===== src/rtl/sound_sequencer_if.sv =====
// Event and speaker signals between the game controller and the sound sequencer.
// The master drives game events, the slave drives the speaker and status outputs.
interface sound_sequencer_if;
  logic       sound_en;
  logic       hit;
  logic       wall;
  logic       goal;
  logic       p1_win;
  logic       p2_win;
  logic       speaker;
  logic       busy;
  logic [2:0] sound_id;
  logic [1:0] note_idx;

  modport master (
    output sound_en, hit, wall, goal, p1_win, p2_win,
    input  speaker, busy, sound_id, note_idx
  );

  modport slave (
    input  sound_en, hit, wall, goal, p1_win, p2_win,
    output speaker, busy, sound_id, note_idx
  );
endinterface


===== src/rtl/sound_sequencer.sv =====
// Shares one piezo output between game sound events: fixed-priority arbitration,
// a pending queue for lower classes, and timed square-wave tones (win = 4-note melody).
//
// state | meaning
// IDLE  | no sound active
// PLAY  | tone output for the current note
// GAP   | silent interval between win-melody notes
module sound_sequencer #(
  parameter int unsigned HIT_HALF  = 56818,
  parameter int unsigned WALL_HALF = 113636,
  parameter int unsigned GOAL_HALF = 37879,
  parameter int unsigned SHORT_DUR = 2500000,
  parameter int unsigned LONG_DUR  = 10000000,
  parameter int unsigned NOTE_DUR  = 7500000,
  parameter int unsigned GAP_DUR   = 1250000
) (
  input  logic              clk,
  input  logic              rst,
  sound_sequencer_if.slave  sif
);

  typedef enum logic [1:0] {S_IDLE, S_PLAY, S_GAP} state_t;

  localparam logic [31:0] LP_GAP_LAST = 32'(GAP_DUR - 1);

  state_t      r_state, w_state;
  logic [2:0]  r_class, w_class;
  logic [1:0]  r_note, w_note;
  logic [31:0] r_tone, w_tone;
  logic [31:0] r_dur, w_dur;
  logic        r_spk, w_spk;
  logic [3:0]  r_pend, w_pend;
  logic        r_win_d;

  logic        w_win_lvl;
  logic [3:0]  w_req;
  logic [3:0]  w_cand;
  logic [2:0]  w_req_cls;
  logic [2:0]  w_cand_cls;
  logic [31:0] w_half;
  logic [31:0] w_dur_len;

  // Bit i of a request/pending vector stands for sound class i+1.
  function automatic logic [2:0] f_prio(input logic [3:0] v);
    logic [2:0] c;
    c = 3'd0;
    if (v[0]) c = 3'd1;
    if (v[1]) c = 3'd2;
    if (v[2]) c = 3'd3;
    if (v[3]) c = 3'd4;
    return c;
  endfunction

  function automatic logic [3:0] f_onehot(input logic [2:0] c);
    logic [3:0] m;
    m = 4'b0000;
    case (c)
      3'd1:    m = 4'b0001;
      3'd2:    m = 4'b0010;
      3'd3:    m = 4'b0100;
      3'd4:    m = 4'b1000;
      default: m = 4'b0000;
    endcase
    return m;
  endfunction

  assign w_win_lvl  = sif.p1_win | sif.p2_win;
  assign w_req      = sif.sound_en ? {w_win_lvl & ~r_win_d, sif.goal, sif.hit, sif.wall} : 4'b0000;
  assign w_cand     = r_pend | w_req;
  assign w_req_cls  = f_prio(w_req);
  assign w_cand_cls = f_prio(w_cand);

  always_comb begin
    w_half = 32'(HIT_HALF);
    case (r_class)
      3'd1: w_half = 32'(WALL_HALF);
      3'd2: w_half = 32'(HIT_HALF);
      3'd3: w_half = 32'(GOAL_HALF);
      3'd4: begin
        case (r_note)
          2'd0:    w_half = 32'(WALL_HALF);
          2'd1:    w_half = 32'(HIT_HALF);
          2'd2:    w_half = 32'(GOAL_HALF);
          default: w_half = 32'(HIT_HALF / 2);
        endcase
      end
      default: w_half = 32'(HIT_HALF);
    endcase
  end

  always_comb begin
    w_dur_len = 32'(SHORT_DUR);
    case (r_class)
      3'd3:    w_dur_len = 32'(LONG_DUR);
      3'd4:    w_dur_len = 32'(NOTE_DUR);
      default: w_dur_len = 32'(SHORT_DUR);
    endcase
  end

  always_comb begin
    w_state = r_state;
    w_class = r_class;
    w_note  = r_note;
    w_tone  = r_tone;
    w_dur   = r_dur;
    w_spk   = r_spk;
    w_pend  = r_pend;

    if (!sif.sound_en) begin
      w_state = S_IDLE;
      w_class = 3'd0;
      w_note  = 2'd0;
      w_tone  = 32'd0;
      w_dur   = 32'd0;
      w_spk   = 1'b0;
      w_pend  = 4'b0000;
    end else if (r_state == S_IDLE) begin
      if (|w_cand) begin
        w_state = S_PLAY;
        w_class = w_cand_cls;
        w_note  = 2'd0;
        w_tone  = 32'd0;
        w_dur   = 32'd0;
        w_spk   = 1'b0;
        w_pend  = w_cand & ~f_onehot(w_cand_cls);
      end
    end else if ((|w_req) && (w_req_cls >= r_class)) begin
      // Preempt or retrigger wins over completion in the same cycle.
      w_state = S_PLAY;
      w_class = w_req_cls;
      w_note  = 2'd0;
      w_tone  = 32'd0;
      w_dur   = 32'd0;
      w_spk   = 1'b0;
      w_pend  = (r_pend | w_req) & ~f_onehot(w_req_cls);
    end else begin
      w_pend = r_pend | w_req;
      if (r_state == S_PLAY) begin
        if (r_tone == w_half - 32'd1) begin
          w_tone = 32'd0;
          w_spk  = ~r_spk;
        end else begin
          w_tone = r_tone + 32'd1;
        end
        if (r_dur == w_dur_len - 32'd1) begin
          w_tone = 32'd0;
          w_dur  = 32'd0;
          w_spk  = 1'b0;
          if ((r_class == 3'd4) && (r_note != 2'd3)) begin
            w_state = S_GAP;
          end else begin
            w_state = S_IDLE;
            w_class = 3'd0;
            w_note  = 2'd0;
          end
        end else begin
          w_dur = r_dur + 32'd1;
        end
      end else begin
        w_spk = 1'b0;
        if (r_dur == LP_GAP_LAST) begin
          w_state = S_PLAY;
          w_note  = r_note + 2'd1;
          w_dur   = 32'd0;
          w_tone  = 32'd0;
        end else begin
          w_dur = r_dur + 32'd1;
        end
      end
    end
  end

  // win_d tracks the level even while muted so a mid-mute rise never fires later.
  always_ff @(posedge clk or posedge rst) begin
    if (rst) begin
      r_state <= S_IDLE;
      r_class <= 3'd0;
      r_note  <= 2'd0;
      r_tone  <= 32'd0;
      r_dur   <= 32'd0;
      r_spk   <= 1'b0;
      r_pend  <= 4'b0000;
      r_win_d <= 1'b0;
    end else begin
      r_state <= w_state;
      r_class <= w_class;
      r_note  <= w_note;
      r_tone  <= w_tone;
      r_dur   <= w_dur;
      r_spk   <= w_spk;
      r_pend  <= w_pend;
      r_win_d <= w_win_lvl;
    end
  end

  assign sif.speaker  = r_spk;
  assign sif.busy     = (r_state != S_IDLE);
  assign sif.sound_id = r_class;
  assign sif.note_idx = r_note;

endmodule


===== src/flat_wrapper.sv =====
// flat-port wrapper written by rule: the top's interface ports become plain ports
module sound_sequencer_flat 
#(
  parameter int unsigned HIT_HALF  = 56818,
  parameter int unsigned WALL_HALF = 113636,
  parameter int unsigned GOAL_HALF = 37879,
  parameter int unsigned SHORT_DUR = 2500000,
  parameter int unsigned LONG_DUR  = 10000000,
  parameter int unsigned NOTE_DUR  = 7500000,
  parameter int unsigned GAP_DUR   = 1250000
)
  (clk, rst, sif_sound_en, sif_hit, sif_wall, sif_goal, sif_p1_win, sif_p2_win, sif_speaker, sif_busy, sif_sound_id, sif_note_idx);
  sound_sequencer_if sif_i ();
  input  logic clk;
  input  logic rst;
  input wire logic [$bits(sif_i.sound_en)-1:0] sif_sound_en;
  input wire logic [$bits(sif_i.hit)-1:0] sif_hit;
  input wire logic [$bits(sif_i.wall)-1:0] sif_wall;
  input wire logic [$bits(sif_i.goal)-1:0] sif_goal;
  input wire logic [$bits(sif_i.p1_win)-1:0] sif_p1_win;
  input wire logic [$bits(sif_i.p2_win)-1:0] sif_p2_win;
  output wire logic [$bits(sif_i.speaker)-1:0] sif_speaker;
  output wire logic [$bits(sif_i.busy)-1:0] sif_busy;
  output wire logic [$bits(sif_i.sound_id)-1:0] sif_sound_id;
  output wire logic [$bits(sif_i.note_idx)-1:0] sif_note_idx;
  assign sif_i.sound_en = sif_sound_en;
  assign sif_i.hit = sif_hit;
  assign sif_i.wall = sif_wall;
  assign sif_i.goal = sif_goal;
  assign sif_i.p1_win = sif_p1_win;
  assign sif_i.p2_win = sif_p2_win;
  assign sif_speaker = sif_i.speaker;
  assign sif_busy = sif_i.busy;
  assign sif_sound_id = sif_i.sound_id;
  assign sif_note_idx = sif_i.note_idx;
  sound_sequencer #(.HIT_HALF(HIT_HALF), .WALL_HALF(WALL_HALF), .GOAL_HALF(GOAL_HALF), .SHORT_DUR(SHORT_DUR), .LONG_DUR(LONG_DUR), .NOTE_DUR(NOTE_DUR), .GAP_DUR(GAP_DUR)) u_core (.clk(clk), .rst(rst), .sif(sif_i));
endmodule

===== config.mk =====
export PLATFORM = sky130hd
export DESIGN_NAME = sound_sequencer_flat
export DESIGN_NICKNAME = d
export VERILOG_FILES = /design/src/rtl/sound_sequencer_if.sv /design/src/rtl/sound_sequencer.sv /design/src/flat_wrapper.sv
export SDC_FILE = /design/constraint.sdc
export NUM_CORES = 1
export LEC_CHECK = 0
export ABC_AREA = 1
export ABC_CLOCK_PERIOD_IN_PS = 4700
export CAP_MARGIN = 25
export CORE_AREA = 2 2 122 124
export CTS_CLUSTER_DIAMETER = 40
export DETAILED_ROUTE_END_ITERATION = 7
export DIE_AREA = 0 0 124 126
export GPL_TIMING_DRIVEN = 0
export SLEW_MARGIN = 5
export SYNTH_ARGS = -nofsm -noshare
export SYNTH_HDL_FRONTEND = slang
export SYNTH_SLANG_ARGS = --single-unit

===== constraint.sdc =====
create_clock -name clk -period 4.7 [get_ports clk]
set_input_delay 1.175 -clock clk [delete_from_list [all_inputs] [get_ports clk]]
set_output_delay 1.175 -clock clk [all_outputs]
set_load 0.01 [all_outputs]

# Word level (Yosys, flattened, before mapping)
# Index checks and enable logic that the tools add are counted.
[word_totals]
inputBits = 8
reg_bits = 77
out_inout_bits = 7
word_cells = 129
[op_classes]
addsub = 5
n_reduce_logical = 12
mux = 68
n_bitwise = 9
eq_ne = 26
order_cmp = 1
[ops]
columns = ["cell", "count"]
rows = [
  ["2-to-1 mux 32 bit", 14],
  ["case mux 32 bit (3 select lines)", 1],
  ["adder 32 x 1 -> 32 bit, second input constant", 2],
  ["== test 32 bit", 2],
  ["case mux 17 bit (3 select lines)", 1],
  ["case mux 24 bit (2 select lines)", 1],
  ["2-to-1 mux 4 bit", 11],
  ["2-to-1 mux 2 bit", 20],
  ["== test 32 x 21 -> 1 bit, second input constant", 1],
  ["case mux 4 bit (4 select lines)", 2],
  ["subtractor 32 x 1 -> 32 bit, second input constant", 1],
  ["2-to-1 mux 3 bit", 9],
  ["subtractor 24 x 1 -> 25 bit, second input constant", 1],
  ["== test 3 x 2 -> 1 bit, second input constant", 5],
  ["inequality test 5 x 3 -> 1 bit, second input constant", 2],
  ["== test 3 x 1 -> 1 bit, second input constant", 3],
  ["== test 3 bit, second input constant", 3],
  ["2-to-1 mux 1 bit", 9],
  ["bitwise AND 4 bit", 2],
  ["inequality test 4 x 1 -> 1 bit, second input constant", 2],
  ["inverter 4 bit", 2],
  ["AND reduction 4 bit", 2],
  ["OR reduction 4 bit", 2],
  ["inequality test 6 x 4 -> 1 bit, second input constant", 1],
  ["17 further kinds", 22],
]

# Logic depth before layout (Yosys ltp)
[depth]
word_depth = 18
ltp_mapped = 19
ltp_nobuf = 18

# Worst setup path before layout
# No wires, ideal clock.
[synth_timing]
path_type = "input to register"
start = "input sif_p2_win"
end = "register u_core.r_spk (netlist: u_core.sif.speaker)"
n_path_buf = 1
setup_slack_ns = 1.420
cell_stages = 16
t_required_ns = 4.583
setup_ns = 0.117
arrival_ns = 3.164
path_cell_list = "or2_2 > nand2_1 > inv_1 > nor2_1 > ha_1 > nand3_1 > nand3_1 > nand2_2 > inv_2 > nor2_1 > nand2_2 > clkinv_1 > nand2_2 > buf_6 > nand3_1 > nand2_1"
[synth_between]
elab_chain_len = 9
[synth_lines]
columns = ["element", "line_no", "source"]
rows = [
  ["from (decl)", "flat_wrapper.sv:21", "input wire logic [$bits(sif_i.p2_win)-1:0] sif_p2_win;"],
  ["bitwise OR 1 bit *", "sound_sequencer.sv:67", "assign w_win_lvl = sif.p1_win | sif.p2_win;"],
  ["bitwise AND 1 bit *", "sound_sequencer.sv:68", "assign w_req = sif.sound_en ? {w_win_lvl & ~r_win_d, sif.goal, sif.hit, sif.wall} : 4'b0000;"],
  ["2-to-1 mux 4 bit *", "sound_sequencer.sv:68", ""],
  ["2-to-1 mux 3 bit", "sound_sequencer.sv:50", "if (v[3]) c = 3'd4;"],
  ["greater-or-equal comparator 3 bit", "sound_sequencer.sv:127", "end else if ((|w_req) && (w_req_cls >= r_class)) begin"],
  ["logical AND 1 bit", "sound_sequencer.sv:127", ""],
  ["2-to-1 mux 1 bit", "sound_sequencer.sv:127", ""],
  ["2-to-1 mux 1 bit", "sound_sequencer.sv:117", "end else if (r_state == S_IDLE) begin"],
  ["2-to-1 mux 1 bit", "sound_sequencer.sv:109", "if (!sif.sound_en) begin"],
  ["to (signal assigned)", "sound_sequencer.sv:190", "r_spk <= w_spk;"],
  ["to (decl)", "sound_sequencer.sv:31", "logic r_spk, w_spk;"],
]
# Mark *: on every way between the ends. The rest lies on a longest branch, timed or not.
# A chain may end at the register's enable or synchronous reset.

# Worst setup path in the final report
[layout_timing]
start = "input sif_sound_en"
end = "register u_core.r_dur[13]"
[layout_between]
elab_chain_len = 10
[layout_lines]
columns = ["element", "line_no", "source"]
rows = [
  ["from (decl)", "flat_wrapper.sv:16", "input wire logic [$bits(sif_i.sound_en)-1:0] sif_sound_en;"],
  ["2-to-1 mux 4 bit", "sound_sequencer.sv:68", ""],
  ["2-to-1 mux 1 bit", "sound_sequencer.sv:47", "if (v[0]) c = 3'd1;"],
  ["2-to-1 mux 2 bit", "sound_sequencer.sv:48", "if (v[1]) c = 3'd2;"],
  ["2-to-1 mux 2 bit", "sound_sequencer.sv:49", "if (v[2]) c = 3'd3;"],
  ["2-to-1 mux 3 bit", "sound_sequencer.sv:50", ""],
  ["greater-or-equal comparator 3 bit", "sound_sequencer.sv:127", ""],
  ["logical AND 1 bit", "sound_sequencer.sv:127", ""],
  ["2-to-1 mux 32 bit", "sound_sequencer.sv:127", ""],
  ["2-to-1 mux 32 bit", "sound_sequencer.sv:117", ""],
  ["2-to-1 mux 32 bit", "sound_sequencer.sv:109", ""],
  ["to (signal assigned)", "sound_sequencer.sv:189", "r_dur <= w_dur;"],
  ["to (decl)", "sound_sequencer.sv:30", "logic [31:0] r_dur, w_dur;"],
]
# Several ways; a longest one is shown, not always the timed one.

==> impl_summary.txt <==
----------------------------------------------------
[Cells and area]
  Fraction of final layout cells with drive strength greater than 1 ... ~6%
  Area growth from synthesis to layout ... 11.6%
  Final design utilization ... about half
  Inserted Diodes ... 0
  Nets@finish ... 1024

[Timing]
  Peak Freq ... roughly 240 MHz
  Actual slew at the worst max-slew pin ... just over 0.6 ns
  Final hold violations ... 0
  Number of setup violations in the final report ... 0
  Share of the clock period used by the worst path after layout ... between 80% and 90%
  Setup total negative slack ... 0 ns
  Time the worst path needs with I/O delays and setup ... 4.14 ns
  Slew Limit Fails ... 0
  RSZ-0062 raised after global routing ... false
  Worst max-slew margin expressed relative to the limit ... between 50% and 60%
  Maximum clock skew at final layout ... between 0.009 and 0.01 ns

[Global routing]
  First-pass GRT wire length ... ~30000 microns
  Maximum number of pins on one net before global-route repair ... 58
  Number of global-route vias before repair ... 5842
  Top Usage Layer GRT ... met1
  Initial antenna violation count ... 0
  Met3 track utilization from global routing ... between 2 and 3%
  GRT overflow ... 0
  Global Route met2 Usage ... between 30% and 40%
  Total global routing track utilization ... 25.6%
  GR met1 Demand/Resource ... about two fifths

[Floorplanning]
  Core Area ... 14300 sq um
  IO Count ... 15
  Cell Rows ... 44
  Die area ... 15600 sq um
  Die width ... roughly 120 microns
  Initial cell density of the core ... about 44%
  Vertical extent of the die ... 126 microns

[Pwr]
  Worst IR drop on VDD ... 0.168 mV
  Power per Cell Area ... around 330 nW/um^2
  Cell leakage power ... 3.24 nW
  Post-layout power ... between 2 and 2.5 mW

[Yosys]
  Portion of synthesized cell area occupied by the leading cell type ... a little under a third
  Predominant post-synthesis flop cell ... sky130_fd_sc_hd__dfrtp_1
  Fraction of registers with async set/reset ... 100%
  Average size of a mapped cell ... ~6.4 sq um
  Cell Area, Synth ... 6280 sq um
  Total of warnings raised by yosys ... 0
  Yosys cell types ... 37
  Syn Nets ... about 1000
  Synth area leaders ... sky130_fd_sc_hd__dfrtp_1 (31%), sky130_fd_sc_hd__nand2_1 (17%), sky130_fd_sc_hd__nor2_1 (8.8%)
  Commonest cells in the synthesized netlist ... sky130_fd_sc_hd__nand2_1 (281), sky130_fd_sc_hd__nor2_1 (147), sky130_fd_sc_hd__inv_1 (119)
  Number of storage elements in the synthesis netlist ... 77
  Post-Syn Instances ... slightly below 1000
  Area leader, netlist ... sky130_fd_sc_hd__dfrtp_1
  Post-synth EDFFs ... 0
  Sequential element share of the synthesized area ... around 31%
  Most repeated cell in the gate-level netlist after synthesis ... sky130_fd_sc_hd__nand2_1

[Placement]
  Detailed Place HPWL ... about 15000 microns
  Buffers on Ports ... 14
  Final weighted congestion in routability-driven placement ... between 0.9 and 1

[Route]
  Total via count after detailed routing ... 6331
  Drt initial violations ... roughly 640
  Per-cell routed wire length ... roughly 16 microns
  Routed Antenna Nets ... 0
  Total iterations of the first detailed-routing run ... 5
  Total wire length ... between 15000 and 20000 microns
  Number of vias per cell ... 5.31
  Count of unresolved DRC violations after routing ... 0

[Clock network]
  Number of buffers inserted by post-CTS setup repair ... 0
  H-tree depth reported by CTS ... 3
  Clock network latency to the later pin of the worst-skew pair ... 0.34 ns
  Post-cts hold buffer count ... 0
  Master cell of the clock root buffer ... sky130_fd_sc_hd__clkbuf_16
  Clock Sink Count ... 77
  Number of instances resized during post-cts repair ... 0
  Clock buffer depth ... 2
  Number of buffers created by CTS ... 9
  CTS tree ... done
  Clock edge transition at the registers on the reported setup and hold paths ... roughly 0.06 ns

[Flow run]
  Count of maximum capacitance violations ... 0

[Critical path]
  Nature of the critical path endpoint ... register
  Element type at the critical path start ... input port
  Worst Setup Path Type ... in -> reg
  Largest fanout on the critical path ... 10
  Arrival time of the worst setup path ... ~4.4 ns
  Required @ worst endpoint ... 4.95 ns

[Run status]
  Status ... finished clean

[Min path]
  Path type of the worst min-delay path ... reg -> reg

----------------------------------------------------
[worst max-delay path: stages]
cell and delay [ns]:
sky130_fd_sc_hd__clkdlybuf4s50_1 0.46, sky130_fd_sc_hd__inv_1 0.28, sky130_fd_sc_hd__nor2_1 0.07, sky130_fd_sc_hd__nand2_1 0.14, sky130_fd_sc_hd__inv_1 0.11, sky130_fd_sc_hd__nor2_1 0.22, sky130_fd_sc_hd__ha_1 0.29, sky130_fd_sc_hd__nand3_1 0.09
sky130_fd_sc_hd__nand3_1 0.13, sky130_fd_sc_hd__nand2_2 0.27, sky130_fd_sc_hd__inv_2 0.17, sky130_fd_sc_hd__nor2_1 0.24, sky130_fd_sc_hd__nand2_2 0.15, sky130_fd_sc_hd__nand2_1 0.30, sky130_fd_sc_hd__inv_1 0.13, sky130_fd_sc_hd__o22ai_1 0.16
[flip-flops by register name (all words and copies together) (netlist names)]
name / flops
u_core.sif.sound_id: 3
u_core.sif.speaker: 1
u_core.r_win_d: 1
u_core.r_dur: 32
u_core.r_pend: 4
u_core.r_state: 2
u_core.r_tone: 32
u_core.sif.note_idx: 2
[cell usage in the layout (no fill, tap or decap), types with 7 or more instances in the layout]
cell / synthesis / routed
sky130_fd_sc_hd__nor4_1: 16 / 16
sky130_fd_sc_hd__clkbuf_1: 11 / 12
sky130_fd_sc_hd__nor2_1: 147 / 147
sky130_fd_sc_hd__clkdlybuf4s50_1: 0 / 14
sky130_fd_sc_hd__o21ai_0: 26 / 26
sky130_fd_sc_hd__a21oi_1: 7 / 7
sky130_fd_sc_hd__inv_1: 119 / 118
sky130_fd_sc_hd__clkbuf_16: 0 / 9
sky130_fd_sc_hd__dfrtp_1: 77 / 77
sky130_fd_sc_hd__nor3_1: 25 / 25
sky130_fd_sc_hd__nand4_1: 45 / 45
sky130_fd_sc_hd__buf_2: 7 / 7
sky130_fd_sc_hd__nand3_1: 85 / 85
sky130_fd_sc_hd__xor2_1: 50 / 50
sky130_fd_sc_hd__o22ai_1: 13 / 13
sky130_fd_sc_hd__nand2_1: 281 / 281
sky130_fd_sc_hd__ha_1: 13 / 13
[worst paths after layout]
kind	depth (start not counted)	endpoint	slack, ns	start
setup reg to reg	16	u_core.r_tone[11]$_DFFE_PP0P_	1.54	u_core.sif.sound_id[0]$_DFFE_PP0P_
max in group asynchronous	3	u_core.r_pend[1]$_DFFE_PP0P_	2.94	rst
min in group asynchronous	2	u_core.sif.note_idx[1]$_DFFE_PP0P_	1.16	rst
hold / removal	2	u_core.r_state[0]$_DFFE_PP0P_	0.53	u_core.r_state[0]$_DFFE_PP0P_
setup / recovery	16	u_core.r_dur[13]$_DFFE_PP0P_	0.56	sif_sound_en
hold reg to reg	2	u_core.r_state[0]$_DFFE_PP0P_	0.53	u_core.r_state[0]$_DFFE_PP0P_
[area by class of cell]
class | instances | area, sq um
plain buffers | 25 | 140
fillers | 1518 | 7300
well taps | 184 | 230
repair buffers | 15 | 168
inverters | 125 | 472
clock inverters | 4 | 70.1
clock buffers | 12 | 256
multi-input cells | 750 | 3750
flip-flops and latches | 77 | 1930
[metrics by stage]
stage	area, sq um	setup WS [ns]	instances	hold WS (ns)
finish	7010	0.561	1192	0.526
global route	7010	0.196	1192	0.559
CTS	7010	0.605	1192	0.520
detailed placement	6680	0.269	1176	0.506
global placement	6650	0.0551	1175	0.500
floorplan	6280	1.42	977	0.474
[per-layer routing]
metal  routed length [microns]  up-vias
met5                         0        -
met4                       296        0
met3                      1270       27
met2                      7630      205
met1                      9770     2889
li1                          -     3210
[report_power, final]
part | total [mW] | leakage, nW | switching, mW | internal, mW
Clock | 0.771 | 0.163 | 0.279 | 0.493
Combinational | 0.794 | 2.01 | 0.555 | 0.239
Sequential | 0.732 | 1.06 | 0.0400 | 0.692
Total | 2.30 | 3.24 | 0.873 | 1.42
[cell families after synthesis]
| family | Yosys count | share of synthesized area (%) |
|---|---|---|
| xor gates and xnor gates | 55 | 7.67 |
| DFF | 77 | 30.7 |
| adders and majority gates | 13 | 2.59 |
| and+or+nand+nor | 630 | 44.7 |
| buffers and inverters | 150 | 9.70 |
| AOI/OAI and AO/OA | 52 | 4.64 |
No activity file was read; power rests on OpenSTA's default activity.
